`src/rtl/ctrl_pkg.sv`:
```
`default_nettype none
// +----------------------------------------------------------------------------+
// | ctrl_pkg                                                                     |
// | Shared encodings for the RV32I multi-cycle control unit.                     |
// | Revision: 1.0                                                                |
// +----------------------------------------------------------------------------+
package ctrl_pkg;

  typedef enum logic [3:0] {
    S_IDLE   = 4'd0,
    S_FETCH  = 4'd1,
    S_DECODE = 4'd2,
    S_EXEC_R = 4'd3,
    S_EXEC_I = 4'd4,
    S_WB     = 4'd5,
    S_ADDR   = 4'd6,
    S_MEM_RD = 4'd7,
    S_MEM_WR = 4'd8,
    S_BRANCH = 4'd9,
    S_JAL    = 4'd10
  } state_e;

  typedef enum logic [1:0] {
    CLS_R     = 2'd0,
    CLS_I     = 2'd1,
    CLS_OTHER = 2'd2
  } op_class_e;

  localparam logic [6:0] OP_R      = 7'b0110011;
  localparam logic [6:0] OP_I      = 7'b0010011;
  localparam logic [6:0] OP_LUI    = 7'b0110111;
  localparam logic [6:0] OP_LOAD   = 7'b0000011;
  localparam logic [6:0] OP_STORE  = 7'b0100011;
  localparam logic [6:0] OP_BRANCH = 7'b1100011;
  localparam logic [6:0] OP_JAL    = 7'b1101111;

  localparam logic [3:0] ALU_ADD  = 4'd0;
  localparam logic [3:0] ALU_SUB  = 4'd1;
  localparam logic [3:0] ALU_SLL  = 4'd2;
  localparam logic [3:0] ALU_SLT  = 4'd3;
  localparam logic [3:0] ALU_SLTU = 4'd4;
  localparam logic [3:0] ALU_XOR  = 4'd5;
  localparam logic [3:0] ALU_SRL  = 4'd6;
  localparam logic [3:0] ALU_SRA  = 4'd7;
  localparam logic [3:0] ALU_OR   = 4'd8;
  localparam logic [3:0] ALU_AND  = 4'd9;

  localparam logic [1:0] PC_SRC_PLUS4  = 2'd0;
  localparam logic [1:0] PC_SRC_BRANCH = 2'd1;
  localparam logic [1:0] PC_SRC_JAL    = 2'd2;

  localparam logic [1:0] WD_ALU  = 2'd0;
  localparam logic [1:0] WD_UIMM = 2'd1;
  localparam logic [1:0] WD_MEM  = 2'd2;
  localparam logic [1:0] WD_PC4  = 2'd3;

  localparam logic [2:0] F3_BEQ = 3'b000;
  localparam logic [2:0] F3_BNE = 3'b001;

endpackage
`default_nettype wire

```
`src/rtl/mc_ctrl_fsm_alu_dec.sv`:
```
`default_nettype none
// +----------------------------------------------------------------------------+
// | alu_dec                                                                      |
// | Combinational ALU-op decode from opcode class, funct3 and funct7.            |
// | Revision: 1.0                                                                |
// +----------------------------------------------------------------------------+
module alu_dec
  import ctrl_pkg::*;
#(
  parameter int ALU_OP_W = 4
) (
  input  op_class_e             op_class,
  input  logic [2:0]            funct3,
  input  logic [6:0]            funct7,
  output logic [ALU_OP_W-1:0]   alu_op,
  output logic                  r_illegal
);

  logic [3:0] w_op;
  logic       w_alt;

  always_comb begin
    w_alt     = 1'b0;
    r_illegal = 1'b0;
    w_op      = ALU_ADD;
    case (op_class)
      CLS_R: begin
        w_alt     = funct7[5];
        r_illegal = (funct7 != 7'b0000000) && (funct7 != 7'b0100000);
      end
      // Immediate forms never subtract; funct7[5] only selects SRA for shifts.
      CLS_I:   w_alt = (funct3 == 3'b101) && funct7[5];
      default: w_alt = 1'b0;
    endcase
    case (funct3)
      3'b000:  w_op = w_alt ? ALU_SUB : ALU_ADD;
      3'b001:  w_op = ALU_SLL;
      3'b010:  w_op = ALU_SLT;
      3'b011:  w_op = ALU_SLTU;
      3'b100:  w_op = ALU_XOR;
      3'b101:  w_op = w_alt ? ALU_SRA : ALU_SRL;
      3'b110:  w_op = ALU_OR;
      default: w_op = ALU_AND;
    endcase
    if (op_class == CLS_OTHER) w_op = ALU_ADD;
  end

  assign alu_op = ALU_OP_W'(w_op);

endmodule
`default_nettype wire

```
`src/rtl/mc_ctrl_fsm.sv`:
```
`default_nettype none
// +----------------------------------------------------------------------------+
// | mc_ctrl_fsm                                                                  |
// | Multi-cycle RV32I control FSM driving PC/IR/regfile/ALU/memory controls.     |
// | Revision: 1.0                                                                |
// +----------------------------------------------------------------------------+
module mc_ctrl_fsm
  import ctrl_pkg::*;
#(
  parameter int ALU_OP_W = 4,
  parameter bit HAS_MEM  = 1'b1
) (
  input  logic                clk,
  input  logic                rst_n,
  input  logic [6:0]          opcode,
  input  logic [2:0]          funct3,
  input  logic [6:0]          funct7,
  input  logic                zero,
  input  logic                mem_ready,
  output logic                pc_write,
  output logic [1:0]          pc_src,
  output logic                ir_write,
  output logic                reg_write,
  output logic                rs2_imm_s,
  output logic [1:0]          w_data_s,
  output logic                mem_req,
  output logic                mem_we,
  output logic [ALU_OP_W-1:0] alu_op,
  output logic                illegal,
  output logic [3:0]          state
);

  state_e                r_state;
  state_e                w_next;
  logic [1:0]            r_wb_sel;
  logic                  r_is_store;
  op_class_e             w_class;
  logic [ALU_OP_W-1:0]   w_dec_op;
  logic                  w_r_illegal;

  assign w_class = (r_state == S_EXEC_R || (r_state == S_DECODE && opcode == OP_R)) ? CLS_R :
                   (r_state == S_EXEC_I) ? CLS_I : CLS_OTHER;

  alu_dec #(.ALU_OP_W(ALU_OP_W)) u_alu_dec (
    .op_class  (w_class),
    .funct3    (funct3),
    .funct7    (funct7),
    .alu_op    (w_dec_op),
    .r_illegal (w_r_illegal)
  );

  always_ff @(posedge clk or negedge rst_n) begin
    if (!rst_n) r_state <= S_IDLE;
    else        r_state <= w_next;
  end

  // Instruction class captured in DECODE so later states never look at the opcode.
  always_ff @(posedge clk or negedge rst_n) begin
    if (!rst_n) begin
      r_wb_sel   <= WD_ALU;
      r_is_store <= 1'b0;
    end else if (r_state == S_DECODE) begin
      r_wb_sel   <= (opcode == OP_LUI) ? WD_UIMM : (opcode == OP_LOAD) ? WD_MEM : WD_ALU;
      r_is_store <= (opcode == OP_STORE);
    end
  end

  always_comb begin
    w_next    = S_IDLE;
    pc_write  = 1'b0;
    pc_src    = PC_SRC_PLUS4;
    ir_write  = 1'b0;
    reg_write = 1'b0;
    rs2_imm_s = 1'b0;
    w_data_s  = WD_ALU;
    mem_req   = 1'b0;
    mem_we    = 1'b0;
    alu_op    = '0;
    illegal   = 1'b0;
    case (r_state)
      S_IDLE: w_next = S_FETCH;
      S_FETCH: begin
        mem_req = 1'b1;
        w_next  = S_FETCH;
        if (mem_ready) begin
          ir_write = 1'b1;
          pc_write = 1'b1;
          w_next   = S_DECODE;
        end
      end
      S_DECODE: begin
        w_next = S_FETCH;
        case (opcode)
          OP_R:     if (w_r_illegal) illegal = 1'b1; else w_next = S_EXEC_R;
          OP_I:     w_next = S_EXEC_I;
          OP_LUI:   w_next = S_WB;
          OP_LOAD, OP_STORE: if (HAS_MEM) w_next = S_ADDR; else illegal = 1'b1;
          OP_BRANCH: if (funct3 == F3_BEQ || funct3 == F3_BNE) w_next = S_BRANCH;
                     else illegal = 1'b1;
          OP_JAL:   w_next = S_JAL;
          default:  illegal = 1'b1;
        endcase
      end
      S_EXEC_R: begin
        alu_op = w_dec_op;
        w_next = S_WB;
      end
      S_EXEC_I: begin
        alu_op    = w_dec_op;
        rs2_imm_s = 1'b1;
        w_next    = S_WB;
      end
      S_WB: begin
        reg_write = 1'b1;
        w_data_s  = r_wb_sel;
        w_next    = S_FETCH;
      end
      S_ADDR: begin
        alu_op    = ALU_OP_W'(ALU_ADD);
        rs2_imm_s = 1'b1;
        w_next    = r_is_store ? S_MEM_WR : S_MEM_RD;
      end
      S_MEM_RD: begin
        mem_req = 1'b1;
        w_next  = mem_ready ? S_WB : S_MEM_RD;
      end
      S_MEM_WR: begin
        mem_req = 1'b1;
        mem_we  = 1'b1;
        w_next  = mem_ready ? S_FETCH : S_MEM_WR;
      end
      S_BRANCH: begin
        alu_op   = ALU_OP_W'(ALU_SUB);
        pc_write = (funct3 == F3_BEQ) ? zero : ~zero;
        pc_src   = PC_SRC_BRANCH;
        w_next   = S_FETCH;
      end
      S_JAL: begin
        reg_write = 1'b1;
        w_data_s  = WD_PC4;
        pc_write  = 1'b1;
        pc_src    = PC_SRC_JAL;
        w_next    = S_FETCH;
      end
      default: w_next = S_IDLE;
    endcase
  end

  assign state = r_state;

endmodule
`default_nettype wire

```
`config.mk`:
```
export PLATFORM = sky130hd
export DESIGN_NAME = mc_ctrl_fsm
export DESIGN_NICKNAME = d
export VERILOG_FILES = /design/src/rtl/ctrl_pkg.sv /design/src/rtl/mc_ctrl_fsm_alu_dec.sv /design/src/rtl/mc_ctrl_fsm.sv
export SDC_FILE = /design/constraint.sdc
export NUM_CORES = 1
export LEC_CHECK = 0
export CORE_AREA = 2 2 48 50
export CTS_BUF_LIST = sky130_fd_sc_hd__clkbuf_4 sky130_fd_sc_hd__clkbuf_8
export CTS_CLUSTER_SIZE = 40
export DETAILED_ROUTE_END_ITERATION = 6
export DIE_AREA = 0 0 50 52
export PLACE_DENSITY = 0.85
export SLEW_MARGIN = 10
export SYNTH_ARGS = -nofsm -noshare
export SYNTH_HDL_FRONTEND = slang
export SYNTH_SLANG_ARGS = --single-unit
export TNS_END_PERCENT = 50
```
`constraint.sdc`:
```
create_clock -name clk -period 2.53 [get_ports clk]
set_input_delay 0.253 -clock clk [delete_from_list [all_inputs] [get_ports clk]]
set_output_delay 0.253 -clock clk [all_outputs]
set_load 0.1 [all_outputs]
```
==> results of run 1 <==
[worst max-delay path: cells and delay by family]
kind,cells,cell delay (ns)
compound gates,2,0.33
buf+inv,2,0.83
simple gates,2,0.69
[layer usage]
metal / vias to the layer above / wire (um) / global-route usage [%]
met4: 0 / 42 / 11.1
met1: 483 / 1160 / 27.9
met5: - / 0 / 0
met3: 10 / 154 / 1.72
met2: 49 / 1450 / 45.0
li1: 532 / - / -
[layout by cell type (no fill, tap or decap), drive strengths merged, types with 2 or more instances in the layout]
cell type      Yosys  routed
a211oi             3       3
a21o               2       2
a21oi             10      10
a31o               2       2
and2               2       2
buf               11      23
clkbuf             1       4
clkdlybuf4s50      0      20
dfrtp              7       7
inv                6       6
nand2             11      11
nand2b             5       5
nand3b             2       2
nor2               7       7
nor2b              3       3
nor3               5       5
nor3b              4       4
nor4               4       4
o21a               2       2
o21ai              5       5
o22ai              2       2
o41ai              3       3
or3                2       2
xnor2              2       2
[power by group through the flow]
| stage | combinational (mW) | sequential (mW) | clock [mW] |
|---|---|---|---|
| 2_1_floorplan | 0.856 | 0.343 | 0 |
| 3_3_place_gp | 1.16 | 0.303 | 0 |
| 3_5_place_dp | 1.18 | 0.307 | 0 |
| 4_1_cts | 1.18 | 0.304 | 0.123 |
| 5_1_grt | 1.22 | 0.321 | 0.126 |
| 6_report | 1.18 | 0.307 | 0.119 |
[sequential cells by signal (all words and copies together), names as in the netlist]
signal      cells
state           4
r_wb_sel        2
r_is_store      1
[area by class of cell]
cell class	count	area share [%]
clock buffers	4	1.95
inverters	6	1.46
multi-input cells	97	50.7
flip-flops and latches	7	12.2
well taps	28	2.27
repair buffers	43	31.5
[logic make-up after synthesis]
logic type | Yosys count | share of synthesized area (%)
xor+xnor | 2 | 1.84
compound gates | 40 | 31.4
flops | 7 | 18.4
simple gates | 55 | 38.0
buf+inv | 18 | 10.3
[worst max-delay path by stage]
| stage | from | end | slack, ns |
|---|---|---|---|
| floorplan | state[2]$_DFF_PN0_ | alu_op[0] | -0.24 |
| global placement | opcode[3] | alu_op[0] | 0.27 |
| detailed placement | opcode[3] | illegal | 0.19 |
| CTS | opcode[3] | illegal | 0.16 |
| global route | opcode[3] | illegal | 0.06 |
| finish | opcode[3] | illegal | 0.18 |
[through the flow]
step | utilization, % | power, mW | setup WS, ns | TNS (ns)
floorplan | - | 1.20 | -0.244 | -1.39
global placement | 71.8 | 1.46 | 0.275 | 0
detailed placement | 71.8 | 1.48 | 0.186 | 0
CTS | 73.3 | 1.61 | 0.163 | 0
global route | 73.3 | 1.67 | 0.0600 | 0
finish | 73.3 | 1.60 | 0.179 | 0
==> impl_metrics.py, run 1 <==
metrics = {
    "power": {
        "seqPwrFrac_pct": 19.2,
        "combPwrFrac_pct": 73.4,
        "p_sw_share_pct": 61.4,
        "p_int_mw": 0.619,
        "p_clk_share_pct": 7.4,
        "ir_drop_mv": 1.02,
        "p_leak_nw": 0.570,
        "power.density_mw_per_mm2": 1040,
        "p_sw_mw": 0.984,
    },
    "synth": {
        "synthTopCellsByArea": "dfrtp_1 (18%), a21oi_1 (5.3%), nand2_1 (3.9%), o41ai_2 (3.4%), buf_2 (3.2%)",
        "synth_top_area_cell": "dfrtp_1",
        "ys_seq_elements": 7,
        "synth_area_per_cell_um2": 7.79,
        "synthTopCellsByCount": "a21oi_1 (10), nand2_1 (10), dfrtp_1 (7), buf_2 (6), nor2_1 (6)",
        "synth.top_cell.area_share_pct": 18.4,
        "async_reset_ff_share_pct": 100,
        "synth_warnings": 0,
        "yosysUniqueCellTypes": 58,
        "ys.flop_type": "dfrtp_1",
        "synth_edf_count": 0,
        "syn-cell-area_um2": 951,
        "netlist_instances": 122,
        "syn-num-nets": 143,
        "ys_seq_area_share_pct": 18.4,
    },
    "setup_path": {
        "reg2reg_depth": 4,
        "required_ns": 2.28,
        "r2r_slack_ns": 0.82,
        "cp_cell_sequence": "clkdlybuf4s50_1 -> and4bb_2 -> nor4_1 -> o2bb2ai_1 -> a21oi_2 -> buf_12",
        "cp_data_arrival_time_ns": 2.10,
        "crit_fanout": 10,
        "path_class": "input port to primary output",
        "cpPeakStageDelay_ns": 0.63,
        "start_kind": "input port",
        "reg2reg_to": "state[3]$_DFF_PN0_",
        "slowest_stage": "clkdlybuf4s50_1",
        "rr_startpoint": "state[1]$_DFF_PN0_",
        "end_kind": "primary output",
    },
    "place": {
        "placed_cell_area_mm2": 0.00151,
        "portBuffers": 39,
        "dp_cells": 181,
        "hpwlAfterDp_um": 2240,
        "routabilityCongestion": 0.797,
    },
    "detailed_routing": {
        "drt-vias-per-instance": 5.81,
        "dr.pass1.iters": 4,
        "drtIter0Drc": 39,
        "drc": 0,
        "wl_um": 2800,
        "drtAntennaViolNets": 0,
        "routedWlPerCell_um": 15.1,
        "vias": 1074,
    },
    "floorplan": {
        "dieArea_mm2": 0.00260,
        "die_h_um": 52,
        "start_util_pct": 45.2,
        "die_x_um": 50,
        "core-area_mm2": 0.00211,
        "core.rowCount": 17,
        "io-pin-count": 40,
    },
    "finish": {
        "ff_latch_area_um2": 188,
        "fillers": 164,
        "finalNonFillerCells": 185,
        "diodes": 0,
        "drive_above_1_share_pct": 35.7,
        "multi_input_area_um2": 782,
        "syn_to_final_growth_pct": 62.2,
        "final_area_mm2": 0.00154,
        "nNetsFinal": 179,
    },
    "clocking": {
        "postCtsSetupBuffers": 0,
        "htree_levels": 1,
        "cts_sinks": 7,
        "clk_pin_slew_ns": 0.06,
        "cts_buffers": 3,
        "cts_resized": 0,
        "ctsHoldBuffers": 0,
        "clk_latency_ns": 0.26,
        "cts_root_buffer": "clkbuf_4",
        "cts_max_path_buffers": 2,
        "cts_tree": "yes",
    },
    "run_status": {
        "outcome": "finished clean",
    },
    "sta": {
        "fmax_ghz": 0.425,
        "hold_viol": 0,
        "rsz0062_at_grt": "false",
        "fin_skew_ns": 0.00463,
        "layout_min_cycle_time_ns": 2.35,
        "hold_ws_ns": 0.251,
        "worst_pin_slew_ns": 0.425,
        "maxSlewHeadroom_pct": 71.7,
        "report.final.slew_viol_count": 0,
        "post-route-period-util_pct": 92.9,
        "finalSetupViolations": 0,
    },
    "global_route": {
        "grt_pass1_wl_um": 4850,
        "grt_antenna_before_repair": 0,
        "grt_usage_pct": 24.1,
        "overflow": 0,
        "grt_pass1_vias": 1091,
        "grt_start_max_net_pins": 22,
    },
    "worst_hold_path": {
        "min_path_type": "input port to async pin",
    },
    "flow_run": {
        "cap_violations": 0,
    },
}
Power figures use the tool's default switching activity.
==> inputs of run 2 (changes only) <==
Settings changed: CTS_CLUSTER_DIAMETER set to 200.
==> results of run 2 <==
No change in the layout: final DEF, timing and power equal those of run 1.
